**src/rtl/biphasic_wavegen_mc.sv**
```systemverilog
// biphasic_wavegen_mc: multi-channel charge-balanced biphasic pulse
// sequencer with repeat count, inter-pulse gap and safe stop.
module biphasic_wavegen_mc #(
  parameter int NCH = 4,
  parameter int TW  = 12,
  parameter int AW  = 6,
  parameter int RW  = 8,
  parameter int CW  = 2
) (
  input  logic              clk,
  input  logic              reset,
  input  logic              start_f,
  input  logic              stop_f,
  input  logic [CW-1:0]     chan,
  input  logic              polarity,
  input  logic [TW-1:0]     ktp,
  input  logic [AW-1:0]     sktp,
  input  logic [TW-1:0]     ipd,
  input  logic [TW-1:0]     adp,
  input  logic [AW-1:0]     sadp,
  input  logic [TW-1:0]     ipp,
  input  logic [RW-1:0]     nrep,
  output logic              busy,
  output logic              done_f,
  output logic [NCH*AW-1:0] sink,
  output logic [NCH*AW-1:0] src
);

  typedef enum logic [2:0] {
    IDLE, PH1, IPD, PH2, GAP, DONE
  } state_t;

  localparam logic [TW-1:0] T1 = TW'(1);
  localparam logic [RW-1:0] R1 = RW'(1);

  state_t state, state_n;
  logic [TW-1:0] cnt, cnt_n;
  logic [RW-1:0] rep, rep_n;
  logic stop_pend, stop_n;

  logic [CW-1:0] ch_q;
  logic          pol_q;
  logic [TW-1:0] ktp_q, ipd_q, adp_q, ipp_q;
  logic [AW-1:0] sktp_q, sadp_q;
  logic          cont_q;

  logic          idle;
  logic [CW-1:0] c_ch;
  logic          c_pol;
  logic [TW-1:0] c_ktp, c_ipd, c_adp, c_ipp;
  logic [AW-1:0] c_sktp, c_sadp;
  logic [TW-1:0] d1, d2;

  state_t st_a, st_b, st_c;
  logic [TW-1:0] cn_a, cn_b, cn_c;
  logic stop_eff, last, pulse_end;
  logic drv_sink, drv_src;
  logic [NCH*AW-1:0] sink_n, src_n;

  // In IDLE the live inputs are used: they are latched on the start edge
  assign idle   = (state == IDLE);
  assign c_ch   = idle ? chan     : ch_q;
  assign c_pol  = idle ? polarity : pol_q;
  assign c_ktp  = idle ? ktp      : ktp_q;
  assign c_ipd  = idle ? ipd      : ipd_q;
  assign c_adp  = idle ? adp      : adp_q;
  assign c_ipp  = idle ? ipp      : ipp_q;
  assign c_sktp = idle ? sktp     : sktp_q;
  assign c_sadp = idle ? sadp     : sadp_q;

  assign d1 = c_pol ? c_adp : c_ktp;
  assign d2 = c_pol ? c_ktp : c_adp;

  // First non-empty phase from PH1/IPD/PH2 on; DONE marks pulse end
  always_comb begin
    st_c = (d2 != '0) ? PH2 : DONE;
    cn_c = d2 - T1;
    st_b = st_c;
    cn_b = cn_c;
    if (c_ipd != '0) begin
      st_b = IPD;
      cn_b = c_ipd - T1;
    end
    st_a = st_b;
    cn_a = cn_b;
    if (d1 != '0) begin
      st_a = PH1;
      cn_a = d1 - T1;
    end
  end

  assign stop_eff = stop_pend | stop_f;
  assign last     = !cont_q && (rep == R1);

  always_comb begin
    state_n   = state;
    cnt_n     = cnt - T1;
    rep_n     = rep;
    stop_n    = stop_eff;
    pulse_end = 1'b0;
    unique case (state)
      IDLE: begin
        stop_n = start_f & stop_f;
        if (start_f) begin
          state_n = st_a;
          cnt_n   = cn_a;
          rep_n   = nrep;
        end
      end
      PH1: if (cnt == '0) begin
        state_n   = st_b;
        cnt_n     = cn_b;
        pulse_end = (st_b == DONE);
      end
      IPD: if (cnt == '0) begin
        state_n   = st_c;
        cnt_n     = cn_c;
        pulse_end = (st_c == DONE);
      end
      PH2: if (cnt == '0) pulse_end = 1'b1;
      GAP: begin
        if (stop_eff) begin
          state_n = DONE;
        end else if (cnt == '0) begin
          state_n = st_a;
          cnt_n   = cn_a;
        end
      end
      DONE: state_n = IDLE;
      default: state_n = IDLE;
    endcase
    if (pulse_end) begin
      if (!cont_q) rep_n = rep - R1;
      if (last || stop_eff) begin
        state_n = DONE;
      end else if (c_ipp != '0) begin
        state_n = GAP;
        cnt_n   = c_ipp - T1;
      end else begin
        state_n = st_a;
        cnt_n   = cn_a;
      end
    end
    if (state_n == IDLE || state_n == DONE)
      cnt_n = '0;
  end

  assign drv_sink = (state_n == PH1 && !c_pol) ||
                    (state_n == PH2 &&  c_pol);
  assign drv_src  = (state_n == PH1 &&  c_pol) ||
                    (state_n == PH2 && !c_pol);

  always_comb begin
    sink_n = '0;
    src_n  = '0;
    for (int k = 0; k < NCH; k++) begin
      if (c_ch == CW'(k)) begin
        if (drv_sink) sink_n[k*AW +: AW] = c_sktp;
        if (drv_src)  src_n[k*AW +: AW]  = c_sadp;
      end
    end
  end

  always_ff @(posedge clk or negedge reset) begin
    if (!reset) begin
      state     <= IDLE;
      cnt       <= '0;
      rep       <= '0;
      stop_pend <= 1'b0;
      busy      <= 1'b0;
      done_f    <= 1'b0;
      sink      <= '0;
      src       <= '0;
    end else begin
      state     <= state_n;
      cnt       <= cnt_n;
      rep       <= rep_n;
      stop_pend <= stop_n;
      busy      <= (state_n != IDLE);
      done_f    <= (state_n == DONE);
      sink      <= sink_n;
      src       <= src_n;
    end
  end

  always_ff @(posedge clk or negedge reset) begin
    if (!reset) begin
      ch_q   <= '0;
      pol_q  <= 1'b0;
      ktp_q  <= '0;
      ipd_q  <= '0;
      adp_q  <= '0;
      ipp_q  <= '0;
      sktp_q <= '0;
      sadp_q <= '0;
      cont_q <= 1'b0;
    end else if (idle && start_f) begin
      ch_q   <= chan;
      pol_q  <= polarity;
      ktp_q  <= ktp;
      ipd_q  <= ipd;
      adp_q  <= adp;
      ipp_q  <= ipp;
      sktp_q <= sktp;
      sadp_q <= sadp;
      cont_q <= (nrep == '0);
    end
  end

endmodule
```
**config.mk**
```make
export PLATFORM = sky130hd
export DESIGN_NAME = biphasic_wavegen_mc
export DESIGN_NICKNAME = d
export VERILOG_FILES = /design/src/rtl/biphasic_wavegen_mc.sv
export SDC_FILE = /design/constraint.sdc
export NUM_CORES = 1
export LEC_CHECK = 0
export CAP_MARGIN = 10
export CORE_MARGIN = 2
export CORE_UTILIZATION = 50
export CTS_BUF_LIST = sky130_fd_sc_hd__clkbuf_8
export CTS_CLUSTER_SIZE = 24
export DETAILED_ROUTE_END_ITERATION = 8
export PLACE_DENSITY_LB_ADDON = 0.3
export SLEW_MARGIN = 20
export SYNTH_ARGS = -nofsm -noshare
export SYNTH_HDL_FRONTEND = slang
export SYNTH_SLANG_ARGS = --single-unit
```
**constraint.sdc**
```tcl
create_clock -name clk -period 6.8 [get_ports clk]
set_clock_uncertainty 0.15 [all_clocks]
set_input_delay 0.68 -clock clk [delete_from_list [all_inputs] [get_ports clk]]
set_output_delay 0.68 -clock clk [all_outputs]
set_load 0.005 [all_outputs]
```
Word level (Yosys, flattened, before mapping):

Cells that the tools add are included.
W data, S select, Z words.

* register bits: 138
* bits of input ports: 75
* output and inout port bits: 50
* word-level logic and storage cells: 113

* add/subtract/negate cells: 6
* equal/unequal tests: 13
* mux-type cells: 53
* bitwise gates (word level): 2
* reduce and logical (&&, ||, !) cells: 22

Operators by type and width (count)
* $mux W12: 17
* $mux W6: 12
* $sub A12 B1 Y12 const B: 5
* $pmux W12 S4: 1
* $reduce_bool A12 Y1: 4
* $mux W3: 11
* $mux W8: 4
* $pmux W3 S5: 1
* $eq A3 B3 Y1 const B: 4
* $logic_not A12 Y1: 1
* $eq A3 B2 Y1 const B: 3
* $eq A8 B1 Y1 const B: 1
* $logic_not A8 Y1: 1
* $sub A8 B1 Y8 const B: 1
* $eq A3 B1 Y1 const B: 2
* $logic_and A1 B1 Y1: 6
* $logic_not A3 Y1: 2
* $mux W1: 5
* $eq A2 B2 Y1 const B: 2
* $logic_or A1 B1 Y1: 4
* $pmux W1 S3: 1
* $reduce_bool A3 Y1: 1
* $eq A2 B1 Y1 const B: 1
* $logic_not A1 Y1: 2
* 4 further kinds: 4

Longest topological paths before layout:

Gate-level depths: netlist (run 1).

* word-level depth: 16
* mapped depth: 22
* depth with buffers taken out: 12

Least setup slack after synthesis (run 1):

No wires, ideal clock.

* path kind: register to register
* from: register state[2]
* to: register src[10]
* setup time: 0.132 ns
* data arrival time: 4.910 ns
* required time: 6.518 ns
* path slack: 1.608 ns
* stages on the path, launching flop included: 23
* buffers on the path: 10
* period minus slack after synthesis: 5.192 ns
* path through: dfrtp_1 buf_4 nor3_4 buf_4 buf_2 buf_2 buf_2 buf_2 buf_2 buf_2 mux2i_1 ha_1 clkbuf_1 nor3b_1 nand4_1 o21ai_2 and4_1 or4_1 or3_1 and2_4 xnor2_2 buf_4 nor3_1

* longest elaborated chain between the ends: 16
* elaborated cells on any way between the ends: 44
* those cells by class: eq/ne: 9; mux: 26; reduce/logical: 9

Ends and longest elaborated chain
* start: declaration: RTL line 36 `state_t state, state_n;`
* start signal: assignment: RTL line 175 `state <= state_n;`
* $logic_not A3 Y1: RTL line 61, 101
* $mux W12 (tied with other cells): RTL line 66 `assign c_adp = idle ? adp : adp_q;`
* $mux W12: RTL line 72 `assign d2 = c_pol ? c_ktp : c_adp;`
* $reduce_bool A12 Y1: RTL line 76 `st_c = (d2 != '0) ? PH2 : DONE;`
* $mux W3: RTL line 76
* $mux W3: RTL line 80 `if (c_ipd != '0) begin`
* $mux W3: RTL line 86 `if (d1 != '0) begin`
* $mux W3: RTL line 124 `end else if (cnt == '0) begin`
* $mux W3: RTL line 122 `if (stop_eff) begin`
* $pmux W3 S5: RTL line 101 `unique case (state)`
* $mux W3: RTL line 132 `if (pulse_end) begin`
* $eq A3 B1 Y1 / $eq A3 B2 Y1 (equally long branches): RTL line 150, 151
* $logic_and A1 B1 Y1, on equally long branches: RTL line 150, 151
* $logic_or A1 B1 Y1: RTL line 150 `assign drv_src = (state_n == PH1 && c_pol) ||`
* $mux W6: RTL line 159 `if (drv_src) src_n[k*AW +: AW] = c_sadp;`
* $mux W6 *: RTL line 157 `if (c_ch == CW'(k)) begin`
* named net src_n[10]: RTL line 58 `logic [NCH*AW-1:0] sink_n, src_n;`
* end signal: assignment: RTL line 182 `src <= src_n;`
* end: declaration: RTL line 26 `output logic [NCH*AW-1:0] src`

Mark *: on every way through the listed nets, which the timed path passes. The rest lies on a longest branch.
A chain may end at the register's enable or synchronous reset.

Worst setup path after layout (run 1):

* from: register state[2]
* to: register src[0]

Same word-level chain as after synthesis.

==> results.ini, run 1 <==
[timing]
hold_viol_final = 0
relSlewSlack = 0.266
fin_ws_ns = 1.29
slew_viol_final = 0
period_minus_slack_ns = 5.51
finalSetupViolations = 0
rsz0062_at_grt = false
worst_pin_slew_ns = 1.10
finalCritPeriodShare = 0.811
fin_setup_tns_ns = 0
max_freq_mhz = 181

[clock_network]
cts_tree = built
max-clock-path-buffers = 2
post_cts_buffers = 0
htreeDepth = 4
root_buffer = clkbuf_8
cts.reportedPaths.clkPinSlew_ns = 0.09
cts_buffers = 17
postCtsResizedCells = 0
clock-sinks = 138
clock_latency_ns = 0.48
ctsHoldBuffers = 0

[layout]
n_antenna_cell = 0
fin_util = 0.600
multi_input_area_sq_um = 5610
drive_gt1_frac = 0.0730
synthToLayoutAreaGrowth_pct = 18.4
nNetsFinal = 1330
fin_cells = 1495
nFillCells = 1670
seqCellArea_sq_um = 3450

[placed_design]
placed_cells = 1461
place_hpwl_mm = 21.2
port-buffer-count = 124
dp_slack_ns = 1.41
place.gp.congestion = 1.05

[routing]
avgViaCountPerCell = 6.29
drc = 0
postRouteAntennaNets = 0
avgRoutedWirePerCell_microns = 19.8
vias = 9407
routed_wl_mm = 29.6
drt_iter0_drc = 907
dr.pass1.iters = 7

[pwr]
ir_drop_mv = 0.118
fin_total_pwr_uw = 1820
p_seq_frac = 0.476
p_switching_uw = 560
power.density_nw_per_um2 = 163
power_frac_comb = 0.135
p_int_uw = 1260
netSwitchingFraction = 0.307
power_leakage_uw = 0.00497
clkPwrFrac = 0.388

[setup_path]
cp-end-kind = flip-flop
crit_type = flip-flop to flip-flop
arrival_ns = 5.66
cpLargestDelayFamily = simple AND/OR/NAND/NOR gates
crit_chain = nor3_4 -> buf_4 -> mux2i_1 -> ha_1 -> nor3b_1 -> nand3_1 -> nand2_1 -> nand3_1 -> or4_1 -> or3_1 -> and2_4 -> xnor2_2 -> nor3_1
path_depth = 13
start_kind = flip-flop
required_ns = 6.95
cp_slowest_stage_delay_ns = 0.83
crit_slowest_cell = xnor2_2
crit_top_cell = nand3_1
r2r_cells = 13
critical_path_buf_inv_count = 1
path_max_fanout = 24

[synthesis]
yosys-top-cells-area = dfrtp_1, nand2_1, mux2i_1
synth_top_cell_by_area = dfrtp_1
syn_inst = 1156
syn_area_sq_um = 9450
yosysTopAreaCellShare = 0.366
syn-num-nets = 1238
syn_area_per_cell_sq_um = 8.17
synth-seq-area-share = 0.366
synth_edf_count = 0
synth-seq-cells = 138
ys_types = 86
synthArstFlopShare = 1.00
ys.flop_type = dfrtp_1
yosysWarnings = 0

[global_routing]
grt_pass1_wl_mm = 47.1
grt-ovfl-total = 0
grt_max_degree = 75
grt_pass1_vias = 8912
grt_usage = 0.297
antenna_found_initial = 0

[floorplanning]
ios = 125
core_sq_um = 18600
num_rows = 50
die_area_sq_um = 20000
initial_utilization = 0.507
die_w_microns = 141
dieHeight_microns = 141

[job]
max_cap_violations = 0

[min_path]
hold_class = input pin to asynchronous set/reset pin

[status]
outcome = finished, final reports clean

==> metal layers <==
layer / track usage / part of all wire / up-vias
met5: 0 / 0 / -
met1: 0.397 / 0.42 / 4450
met4: 0.123 / 0.040 / 0
li1: - / - / 4349
met3: 0.0661 / 0.087 / 103
met2: 0.472 / 0.45 / 505
==> cells in the mapped netlist, types with 3 or more instances <==
cell and count:
nor2_1 63, a21oi_1 59, ha_1 7, o22ai_1 13, nand4_1 6, mux2i_1 85
xnor2_1 16, or4_1 7, a21o_1 5, buf_1 6, and3_1 4, mux2_2 11
nand3_1 30, inv_1 15, or2_2 4, clkbuf_1 32, xor2_1 22, dfrtp_1 138
o21ai_0 47, buf_2 18, nor3b_1 22, o21ai_1 3, o211ai_1 14, o221ai_1 6
o31ai_1 5, buf_6 5, a211o_1 3, and2_1 6, nor2b_1 10, a211oi_1 16
buf_4 7, a311oi_1 4, nand2_1 262, nor4_1 21, a31oi_1 11, or3_1 14
o311ai_0 3, a22oi_1 5, nor3_1 96
==> through the flow <==
stage	hold WS [ns]	area, sq um
after floorplan	0.234	9450
after global placement	0.307	10800
after detailed placement	0.312	10800
after CTS	0.0420	11200
after global routing	0.0612	11200
final	0.0201	11200
==> sequential cells by signal (all words and copies together), names as in the netlist, 2 cells and up <==
register and flops:
sktp_q 6, ipd_q 12, adp_q 12, rep 8, cnt 12, sadp_q 6, src 24, ch_q 2
state 3, ktp_q 12, sink 24, ipp_q 12
==> path summary, 6_finish.rpt <==
kind                                             from                     to  slack [ns]
worst max register to register     state[2]$_DFF_PN0_       src[0]$_DFF_PN0_        1.29
max in group asynchronous                       reset  ipd_q[11]$_DFFE_PN0P_        5.16
worst min register to register  sktp_q[5]$_DFFE_PN0P_  sktp_q[5]$_DFFE_PN0P_        0.34
worst max-delay path               state[2]$_DFF_PN0_       src[0]$_DFF_PN0_        1.29
worst min-delay path                            reset     sink[20]$_DFF_PN0_        0.02
min in group clk                sktp_q[5]$_DFFE_PN0P_  sktp_q[5]$_DFFE_PN0P_        0.34
==> final cells by class <==
type	count	area share
sequential	138	0.309
multi-input combinational	934	0.501
clock buffer	17	0.0209
tap	234	0.0262
inverter	16	0.00537
timing repair buffer	141	0.122
clock inverter	15	0.0155
==> cell usage in the layout (no fill, tap or decap), types with 10 or more instances in the layout <==
master           count
nand3_1             30
o21ai_0             47
clkdlybuf4s50_1    122
dfrtp_1            138
xnor2_1             16
xor2_1              22
nor2b_1             10
nor3_1              96
mux2i_1             85
nor3b_1             22
a211oi_1            16
or3_1               13
inv_1               15
nand2_1            261
a31oi_1             11
nor2_1              63
buf_4               15
clkbuf_8            17
o211ai_1            14
mux2_2              11
a21oi_1             59
nor4_1              21
o22ai_1             13
==> cells by family (layout without fill, tap and decap cells) <==
family                   count (synthesis)  in the layout  share of synthesized area
AND/OR/NAND/NOR                        562            562                      0.279
multiplexers                            98             98                      0.107
adder cells (fa/ha/maj)                  7              7                    0.00927
flip-flops                             138            138                      0.366
XOR/XNOR                                40             40                     0.0387
buffers and inverters                   84            189                     0.0425
AO/OA/AOI/OAI                          227            227                      0.158
==> power by group through the flow <==
| stage | Clock (uW) | Combinational [uW] | Sequential, uW |
|---|---|---|---|
| 2_1_floorplan | 0 | 126 | 878 |
| 3_3_place_gp | 0 | 238 | 883 |
| 3_5_place_dp | 0 | 240 | 884 |
| 5_1_grt | 754 | 266 | 872 |
| 6_report | 708 | 246 | 868 |
| 4_1_cts | 719 | 243 | 868 |
No activity file was read; power rests on OpenSTA's default activity.
==> run 2, diff against run 1 <==
==> constraint.sdc (replaced) <==
create_clock -name clk -period 5.5 [get_ports clk]
set_clock_uncertainty 0.15 [all_clocks]
set_input_delay 0.55 -clock clk [delete_from_list [all_inputs] [get_ports clk]]
set_output_delay 0.55 -clock clk [all_outputs]
set_load 0.005 [all_outputs]
==> run 2 against run 1 <==
Net effect: die area unchanged; clock power increased by 30%; sequential share of layout area decreased by 0.28 points; setup slack got worse by 0.68 ns; wire length increased by 3.2%; sequential power increased by 23%; core utilization increased by 0.55 points; global-route usage increased by 1.3 points; worst hold slack improved by 0.012 ns.
==> results.ini, run 2 (synthesized netlist as in run 1, its figures left out) <==
[timing]
max_freq_mhz = 204  ; was 181 MHz
finalCritPeriodShare = 0.889  ; was 0.811
worst_pin_slew_ns = 1.08  ; was 1.10 ns
period_minus_slack_ns = 4.89  ; was 5.51 ns
fin_setup_tns_ns = 0  ; unchanged
hold_viol_final = 0  ; unchanged
finalSetupViolations = 0  ; unchanged
slew_viol_final = 0  ; unchanged
relSlewSlack = 0.276  ; was 0.266
rsz0062_at_grt = false  ; unchanged
holdWs_ns = 0.0323  ; was 0.0201 ns

[routing]
avgViaCountPerCell = 6.24  ; was 6.29
drc = 0  ; unchanged
postRouteAntennaNets = 0  ; unchanged
drt_iter0_drc = 888  ; was 907
dr.pass1.iters = 5  ; was 7
routed_wl_mm = 30.5  ; was 29.6 mm
vias = 9401  ; was 9,407
avgRoutedWirePerCell_microns = 20.2  ; was 19.8 microns

[global_routing]
antenna_found_initial = 0  ; unchanged
grt_pass1_vias = 8948  ; was 8,912
grt-ovfl-total = 0  ; unchanged
grt_usage = 0.310  ; was 0.297
grt_pass1_wl_mm = 49.2  ; was 47.1 mm
grt_max_degree = 105  ; was 75

[pwr]
netSwitchingFraction = 0.302  ; was 0.307
ir_drop_mv = 0.178  ; was 0.118 mV
p_seq_frac = 0.467  ; was 0.476
power_leakage_uw = 0.00503  ; was 0.00497 uW
power_frac_comb = 0.133  ; was 0.135
power.density_nw_per_um2 = 204  ; was 163 nW/um^2
p_switching_uw = 696  ; was 560 uW
p_int_uw = 1610  ; was 1260 uW
clkPwrFrac = 0.401  ; was 0.388

[floorplanning]
die_w_microns = 141  ; unchanged
die_area_sq_um = 20000  ; unchanged
dieHeight_microns = 141  ; unchanged
initial_utilization = 0.507  ; unchanged
core_sq_um = 18600  ; unchanged
num_rows = 50  ; unchanged
ios = 125  ; unchanged

[setup_path]
path_max_fanout = 24  ; unchanged
r2r_cells = 12  ; was 13
crit_slowest_cell = xor2_2  ; was xnor2_2
arrival_ns = 5.05  ; was 5.66 ns
crit_type = flip-flop to flip-flop  ; unchanged
cp-end-kind = flip-flop  ; unchanged
required_ns = 5.66  ; was 6.95 ns
cp_slowest_stage_delay_ns = 0.77  ; was 0.83 ns
start_kind = flip-flop  ; unchanged
crit_chain = or3_2 -> mux2i_1 -> ha_1 -> nor3b_1 -> nand4_1 -> o21a_1 -> nand3_1 -> o211ai_1 -> o21bai_1 -> and2_4 -> xor2_2 -> nor3_1  ; was nor3_4 -> buf_4 -> mux2i_1 -> ha_1 -> nor3b_1 -> nand3_1 -> nand2_1 -> nand3_1 -> or4_1 -> or3_1 -> and2_4 -> xnor2_2 -> nor3_1

[clock_network]
root_buffer = clkbuf_8  ; unchanged
max-clock-path-buffers = 2  ; unchanged
htreeDepth = 4  ; unchanged
post_cts_buffers = 0  ; unchanged
clock-sinks = 138  ; unchanged
ctsHoldBuffers = 0  ; unchanged
cts_tree = built  ; unchanged
cts_buffers = 17  ; unchanged
postCtsResizedCells = 0  ; unchanged
clock_latency_ns = 0.47  ; was 0.48 ns
cts.reportedPaths.clkPinSlew_ns = 0.09  ; about the same

[placed_design]
place.gp.congestion = 1.03  ; was 1.05
place_hpwl_mm = 22.0  ; was 21.2 mm
port-buffer-count = 124  ; unchanged

[layout]
drive_gt1_frac = 0.0817  ; was 0.0730
most-common-layout-cells = nand2_1, dfrtp_1, clkdlybuf4s50_1  ; unchanged
nFillCells = 1681  ; was 1,670
nNetsFinal = 1342  ; was 1,330
fin_util = 0.605  ; was 0.600
synthToLayoutAreaGrowth_pct = 19.5  ; was 18.4%
n_antenna_cell = 0  ; unchanged
largest_registers = sink: 24 flops, src: 24 flops  ; unchanged
final_common_cell = nand2_1  ; unchanged

[min_path]
hold_class = input pin to asynchronous set/reset pin  ; unchanged

[status]
outcome = finished, final reports clean  ; unchanged

[job]
max_cap_violations = 0  ; unchanged

[run 2: final timing paths]
| kind | from | to | slack (ns) |
|---|---|---|---|
| setup / recovery | state[2]$_DFF_PN0_ | sink[11]$_DFF_PN0_ | 0.61 |
| hold / removal | reset | sink[14]$_DFF_PN0_ | 0.03 |
| setup reg to reg | state[2]$_DFF_PN0_ | sink[11]$_DFF_PN0_ | 0.61 |
| hold reg to reg | sadp_q[3]$_DFFE_PN0P_ | sadp_q[3]$_DFFE_PN0P_ | 0.33 |
| max in group asynchronous | reset | ktp_q[2]$_DFFE_PN0P_ | 4.12 |
| min in group clk | sadp_q[3]$_DFFE_PN0P_ | sadp_q[3]$_DFFE_PN0P_ | 0.33 |
[run 2: power groups by stage]
stage          Sequential (uW)  Combinational, uW  Clock [uW]
4_1_cts                   1070                299         937
3_3_place_gp              1090                297           0
6_report                  1070                305         923
3_5_place_dp              1090                297           0
2_1_floorplan             1090                155           0
5_1_grt                   1080                332         976
[run 2: per-layer routing]
layer,GRT usage,routed length [microns]
met1,0.425,13000
met3,0.0533,2550
met5,0,0
met4,0.134,1190
met2,0.487,13800
[run 2: area by class of cell]
cell class / count / area, sq um / share of cell area
clock inverter: 15 / 194 / 0.0172
inverter: 16 / 60.1 / 0.00532
clock buffer: 17 / 234 / 0.0207
tap: 234 / 293 / 0.0259
multi-input combinational: 934 / 5600 / 0.496
timing repair buffer: 153 / 1460 / 0.129
sequential: 138 / 3450 / 0.306
[run 2: through the flow]
step	power, uW	setup WS, ns	cell area, sq um	instances
after floorplan	1240	0.308	9450	1156
after global placement	1390	0.789	10800	1473
after detailed placement	1390	0.709	10800	1473
after CTS	2310	0.657	11300	1505
after global routing	2390	0.190	11300	1507
final	2300	0.609	11300	1507
[run 2: critical path: cells and delay by family, from the launching register on]
| family | cells | cell delay, ns |
|---|---|---|
| DFF | 1 | 0.60 |
| AOI/OAI and AO/OA | 3 | 0.71 |
| muxes | 1 | 0.35 |
| adders and majority gates | 1 | 0.44 |
| xor gates and xnor gates | 1 | 0.77 |
| and+or+nand+nor | 6 | 1.72 |
==> patch 1: new RTL, config.mk and constraints of run 1 <==
Change the parameter `TW` from 12 to 13.
--- a/src/rtl/biphasic_wavegen_mc.sv
+++ b/src/rtl/biphasic_wavegen_mc.sv
@@ -2,7 +2,7 @@
 // sequencer with repeat count, inter-pulse gap and safe stop.
 module biphasic_wavegen_mc #(
   parameter int NCH = 4,
-  parameter int TW  = 12,
+  parameter int TW  = 13,
   parameter int AW  = 6,
   parameter int RW  = 8,
   parameter int CW  = 2
Interface: changed (resized adp, ipd, ipp and ktp); port bits go from 125 to 129. No check against the original RTL was run, so the function may have changed too.
==> patch 1 against run 1 <==
Sequential cell count is 5 higher. Design area is 4.6% higher. Area after synthesis is 5.1% higher. Critical endpoint is now rep[5]. Critical path depth is 1 lower. Fmax is 1.2% higher. Worst setup slack better by 0.064 ns. Worst hold slack better by 0.045 ns. Sequential share of layout area is 0.29 points lower. Highest routed layer unchanged. Wire length is 9.2% higher.
Power is not compared: it rests on default switching activity, and its combinational part moved more than twofold at a synthesized area within 25%.
==> patch 1: results (changes against run 1) <==
The flow ran to the end, and the final reports show no timing, DRC or antenna violations. The logs give 51.6 mm (was 47.1 mm) for the first-pass GRT wire length and 846 (was 907) for the number of violations reported at the end of detailed-routing iteration 0. The average vias per placed instance came out at 6.07 (was 6.29). Number of filler instances in the final layout: 1763 (was 1670). Leading post-synthesis cells by instance count: 284 x nand2_1, 143 x dfrtp_1, 114 x nor2_1 (was 262 x nand2_1, 138 x dfrtp_1, 96 x nor3_1). The number of I/O port buffers is 128 (was 124), and the worst reg-to-reg path cell count is 12 (was 13). The total routing usage reported by global routing was 30.8% (was 29.7%); the final RePlAce weighted congestion was 1.05 (about the same). Number of different library cells in the post-synthesis netlist: 87 (was 86). The count of cells resized by post-cts repair is 0 (unchanged), and the register-to-register setup slack is 1.35 ns (was 1.29 ns).

The reg-to-reg critical path endpoint is rep[5] (was src[0]). The run gives 1302 (was 1238) as the number of nets produced by synthesis. The worst slew margin relative to its limit was 34.3% (was 26.6%). Aggregate routed wire length: 32.3 mm (was 29.6 mm). Slowest stage cell on the critical path: or3_2 (was xnor2_2). The via count of the first global-routing pass was 9118 (was 8912); the final net count was 1394 (was 1330). The startpoint of the lowest-slack register-to-register path was state[0] (was state[2]).

Post-place instance area: 11300 um2 (was 10800 um2). Top area cells in the synthesized netlist: dfrtp_1 36%, nand2_1 11%, mux2i_1 9.3% (was dfrtp_1 37%, nand2_1 10%, mux2i_1 9.0%). The ratio of cells with drive above 1 in the final layout was 7.12% (was 7.30%); the maximum number of pins on one net before global-route repair was 82 (was 75). The estimated wirelength of the detail-placed design was 23.4 mm (was 21.2 mm); the delay of the slowest cell on the worst path was 0.79 ns (was 0.83 ns).

The run gives 0 (unchanged) as the initial antenna violation count.
## patch 1: changes by cell type after synthesis, sizes merged, moves of 7 or more
cell | run 1 | this run
inv | 16 | 9
nor3b | 22 | 13
mux2i | 86 | 93
nand2 | 263 | 284
nand2b | 0 | 10
nand4 | 6 | 15
or3 | 14 | 7
nor3 | 98 | 46
nor2 | 64 | 116
## patch 1: kinds of logic after synthesis
group	share of synthesized area, %
adders and majority gates	1.18
AOI/OAI and AO/OA	16.1
muxes	10.9
DFF	36.0
xor gates and xnor gates	4.30
buffers and inverters	3.21
and+or+nand+nor	28.3
## patch 1: where the power goes
part,internal [mW],switching [mW]
clock network,0.265,0.390
logic,1.18,1.86
registers,1.17,0.363
total,2.62,2.61
## patch 1: final cells by class
cell class / count / area [um2] / area share, %
Tap cell: 265 / 332 / 2.83
Clock buffer: 17 / 234 / 2.00
Clock inverter: 15 / 130 / 1.11
Sequential cell: 143 / 3580 / 30.6
Multi-Input combinational cell: 999 / 6040 / 51.6
Inverter: 9 / 33.8 / 0.289
Timing Repair Buffer: 138 / 1350 / 11.6
## patch 1: metrics by stage
stage	worst slack (ns)	std cells	hold WS, ns
detailed placement	1.50	1554	0.311
global route	0.924	1586	0.100
floorplan	1.26	1216	0.234
global placement	1.70	1554	0.306
finish	1.35	1586	0.0651
CTS	1.48	1586	0.0905
## patch 1: how the worst max path moves through the flow
stage                        end  cells past startpoint  startpoint
after floorplan           cnt[5]                     20    state[1]
after global placement    rep[5]                     12    state[0]
after detailed placement  rep[5]                     12    state[0]
after CTS                 rep[5]                     12    state[0]
after global routing      rep[5]                     12    state[0]
final                     rep[5]                     12    state[0]
## patch 1: per-layer routing
metal | share of wire [%] | vias up | global-route usage, %
li1 | - | 4549 | -
met1 | 44 | 4517 | 41.9
met2 | 45 | 483 | 48.5
met3 | 7.6 | 75 | 5.94
met4 | 3.6 | 0 | 12.1
met5 | 0 | - | 0
==> patch 2: new RTL, config.mk and constraints of run 1 <==
Made on the original files. Re-encode `state_t` (6 states) as one-hot, 6 bits wide.
--- a/src/rtl/biphasic_wavegen_mc.sv
+++ b/src/rtl/biphasic_wavegen_mc.sv
@@ -26,8 +26,8 @@
   output logic [NCH*AW-1:0] src
 );
 
-  typedef enum logic [2:0] {
-    IDLE, PH1, IPD, PH2, GAP, DONE
+  typedef enum logic [5:0] {
+    IDLE = 6'b000001, PH1 = 6'b000010, IPD = 6'b000100, PH2 = 6'b001000, GAP = 6'b010000, DONE = 6'b100000
   } state_t;
 
   localparam logic [TW-1:0] T1 = TW'(1);
Check against the original RTL: same outputs for any inputs over 4 cycles, from zero or initial values and one cycle with reset low; so few cycles prove little.
==> patch 2 against run 1 <==
Area after synthesis shrank 0.41%. Core utilization grew 0.38 points. First-iteration DRC count shrank 13%. Worst setup slack gained 0.30 ns. Cell count shrank 2.3%. Count of clock-buffer cells in the layout is the same. Global-route usage shrank 0.24 points. Design area grew 0.29%. Critical path depth grew 1. Sequential cell count grew 3. Wire length shrank 1.2%. Critical endpoint is now sink[22]. Highest routed layer unchanged.
Power is not compared: it rests on default switching activity, and its combinational part moved more than twofold at a synthesized area within 25%.
==> patch 2: results (changes against run 1) <==
Leading post-synthesis cells by instance count: 231 x nand2_1, 140 x dfrtp_1, 86 x nor3_1 (was 262 x nand2_1, 138 x dfrtp_1, 96 x nor3_1). The tools report the root cell of the clock tree as clkbuf_8 (unchanged). Biggest registers after layout: sink (24), src (24) (unchanged). The worst slew margin relative to its limit was 24.0% (was 26.6%). The maximum fanout along the worst path is 27 (was 24). The number of violations reported at the end of detailed-routing iteration 0 was 790 (was 907); the arrival time of data at the critical path endpoint was 5.43 ns (was 5.66 ns).

The number of filler instances in the final layout is 1655 (was 1670), and the average vias per placed instance is 6.23 (was 6.29). The average detailed-routed wire length per instance was 20.0 um (was 19.8 um). The final RePlAce weighted congestion is 1.06 (was 1.05).

The total power after layout is 5.23 mW, and the first-pass GRT wire length is 46.2 mm (was 47.1 mm). The global routing usage on met3 is 6.93% (was 6.61%). The run gives 40.2% (was 39.7%) as the met1 routing resource usage after global routing.

The via count of the first global-routing pass was 8478 (was 8912). The tools report the achievable frequency as 192 MHz (was 181 MHz). For the post-place instance area, the log shows 10800 um2 (about the same). The flow ran to the end, and the final reports show no timing, DRC or antenna violations.

The proportion of synthesized chip area in sequential cells came out at 37.5% (was 36.6%). The number of different library cells in the post-synthesis netlist came out at 83 (was 86). The tools report the number of nets produced by synthesis as 1200 (was 1238).

The register-to-register setup slack is 1.59 ns (was 1.29 ns). Top area cells in the synthesized netlist: dfrtp_1 37%, nand2_1 9.2%, mux2i_1 7.9% (was dfrtp_1 37%, nand2_1 10%, mux2i_1 9.0%). Per report_power, the Combinational row totals 3.12 mW. Buffer depth of the longest clock path: 2 (unchanged). The worst reg-to-reg path cell count is 14 (was 13), and the final net count is 1295 (was 1330). The endpoint of the worst setup timing path is sink[22] (was src[0]).

For the estimated wirelength of the detail-placed design, the log shows 21.4 mm (was 21.2 mm). The aggregate routed wire length was 29.2 mm (was 29.6 mm); the ratio of cells with drive above 1 in the final layout was 8.16% (was 7.30%). The mean post-synth cell area works out to 8.42 um2 (was 8.17 um2). The tools report the origin of the worst setup path as state[4] (was state[2]). The worst hold slack across all endpoints is 0.122 ns (was 0.0201 ns), and the clock latency on the worst-skew pair is 0.48 ns (about the same). The number of placed cells counting well taps was 1427 (was 1461). The warning count from the yosys run came out at 0 (unchanged). The total routing usage reported by global routing was 29.5% (was 29.7%). The number of I/O port buffers came out at 124 (unchanged).

The maximum number of pins on one net before global-route repair is 85 (was 75), and the met2 track demand over resource in global routing is 46.1% (was 47.2%). The tools report the setup slack after placement as 1.69 ns (was 1.41 ns). The analysis attributes to cell leakage a power of 4.82 nW.
-- patch 2: changes by cell type after synthesis, moves of 7 or more --
cell / before / now
nor3_1: 96 / 86
nor4_1: 21 / 28
buf_4: 7 / 0
nor3b_1: 22 / 6
nand2b_1: 0 / 7
clkbuf_1: 32 / 39
nand2_1: 262 / 231
mux2_2: 11 / 21
nand3_1: 30 / 21
xnor2_1: 16 / 25
a21oi_1: 59 / 39
mux2i_1: 85 / 74
-- patch 2: critical path, stage by stage (launching register included) --
cell and delay, ns:
dfrtp_1 0.49, or4_1 0.56, buf_4 0.26, nor2_4 0.22, mux2i_1 0.37, ha_1 0.32, nor4b_1 0.48, o211ai_1 0.17
o41a_1 0.20, a211o_1 0.50, o31a_1 0.48, o221ai_2 0.21, o41ai_4 0.20, buf_4 0.24, nor3_1 0.24
-- patch 2: routing by layer --
layer	vias to the layer above	share of wire [%]
li1	4274	-
met1	4313	44
met2	417	45
met3	91	7.9
met4	0	3.1
met5	-	0
-- patch 2: layout make-up --
class / instances / area (um2) / area share [%]
Sequential cell: 141 / 3530 / 31.5
Timing Repair Buffer: 144 / 1390 / 12.4
Inverter: 14 / 52.6 / 0.468
Clock buffer: 17 / 234 / 2.09
Multi-Input combinational cell: 895 / 5540 / 49.4
Tap cell: 234 / 293 / 2.61
Clock inverter: 15 / 181 / 1.62
-- patch 2: cells by family after synthesis --
logic type | Yosys count | share of synthesized area [%]
AO/OA/AOI/OAI | 227 | 16.9
adder cells (fa/ha/maj) | 7 | 0.931
AND/OR/NAND/NOR | 518 | 26.1
multiplexers | 95 | 10.4
flip-flops | 141 | 37.5
buffers and inverters | 82 | 3.78
XOR/XNOR | 48 | 4.47
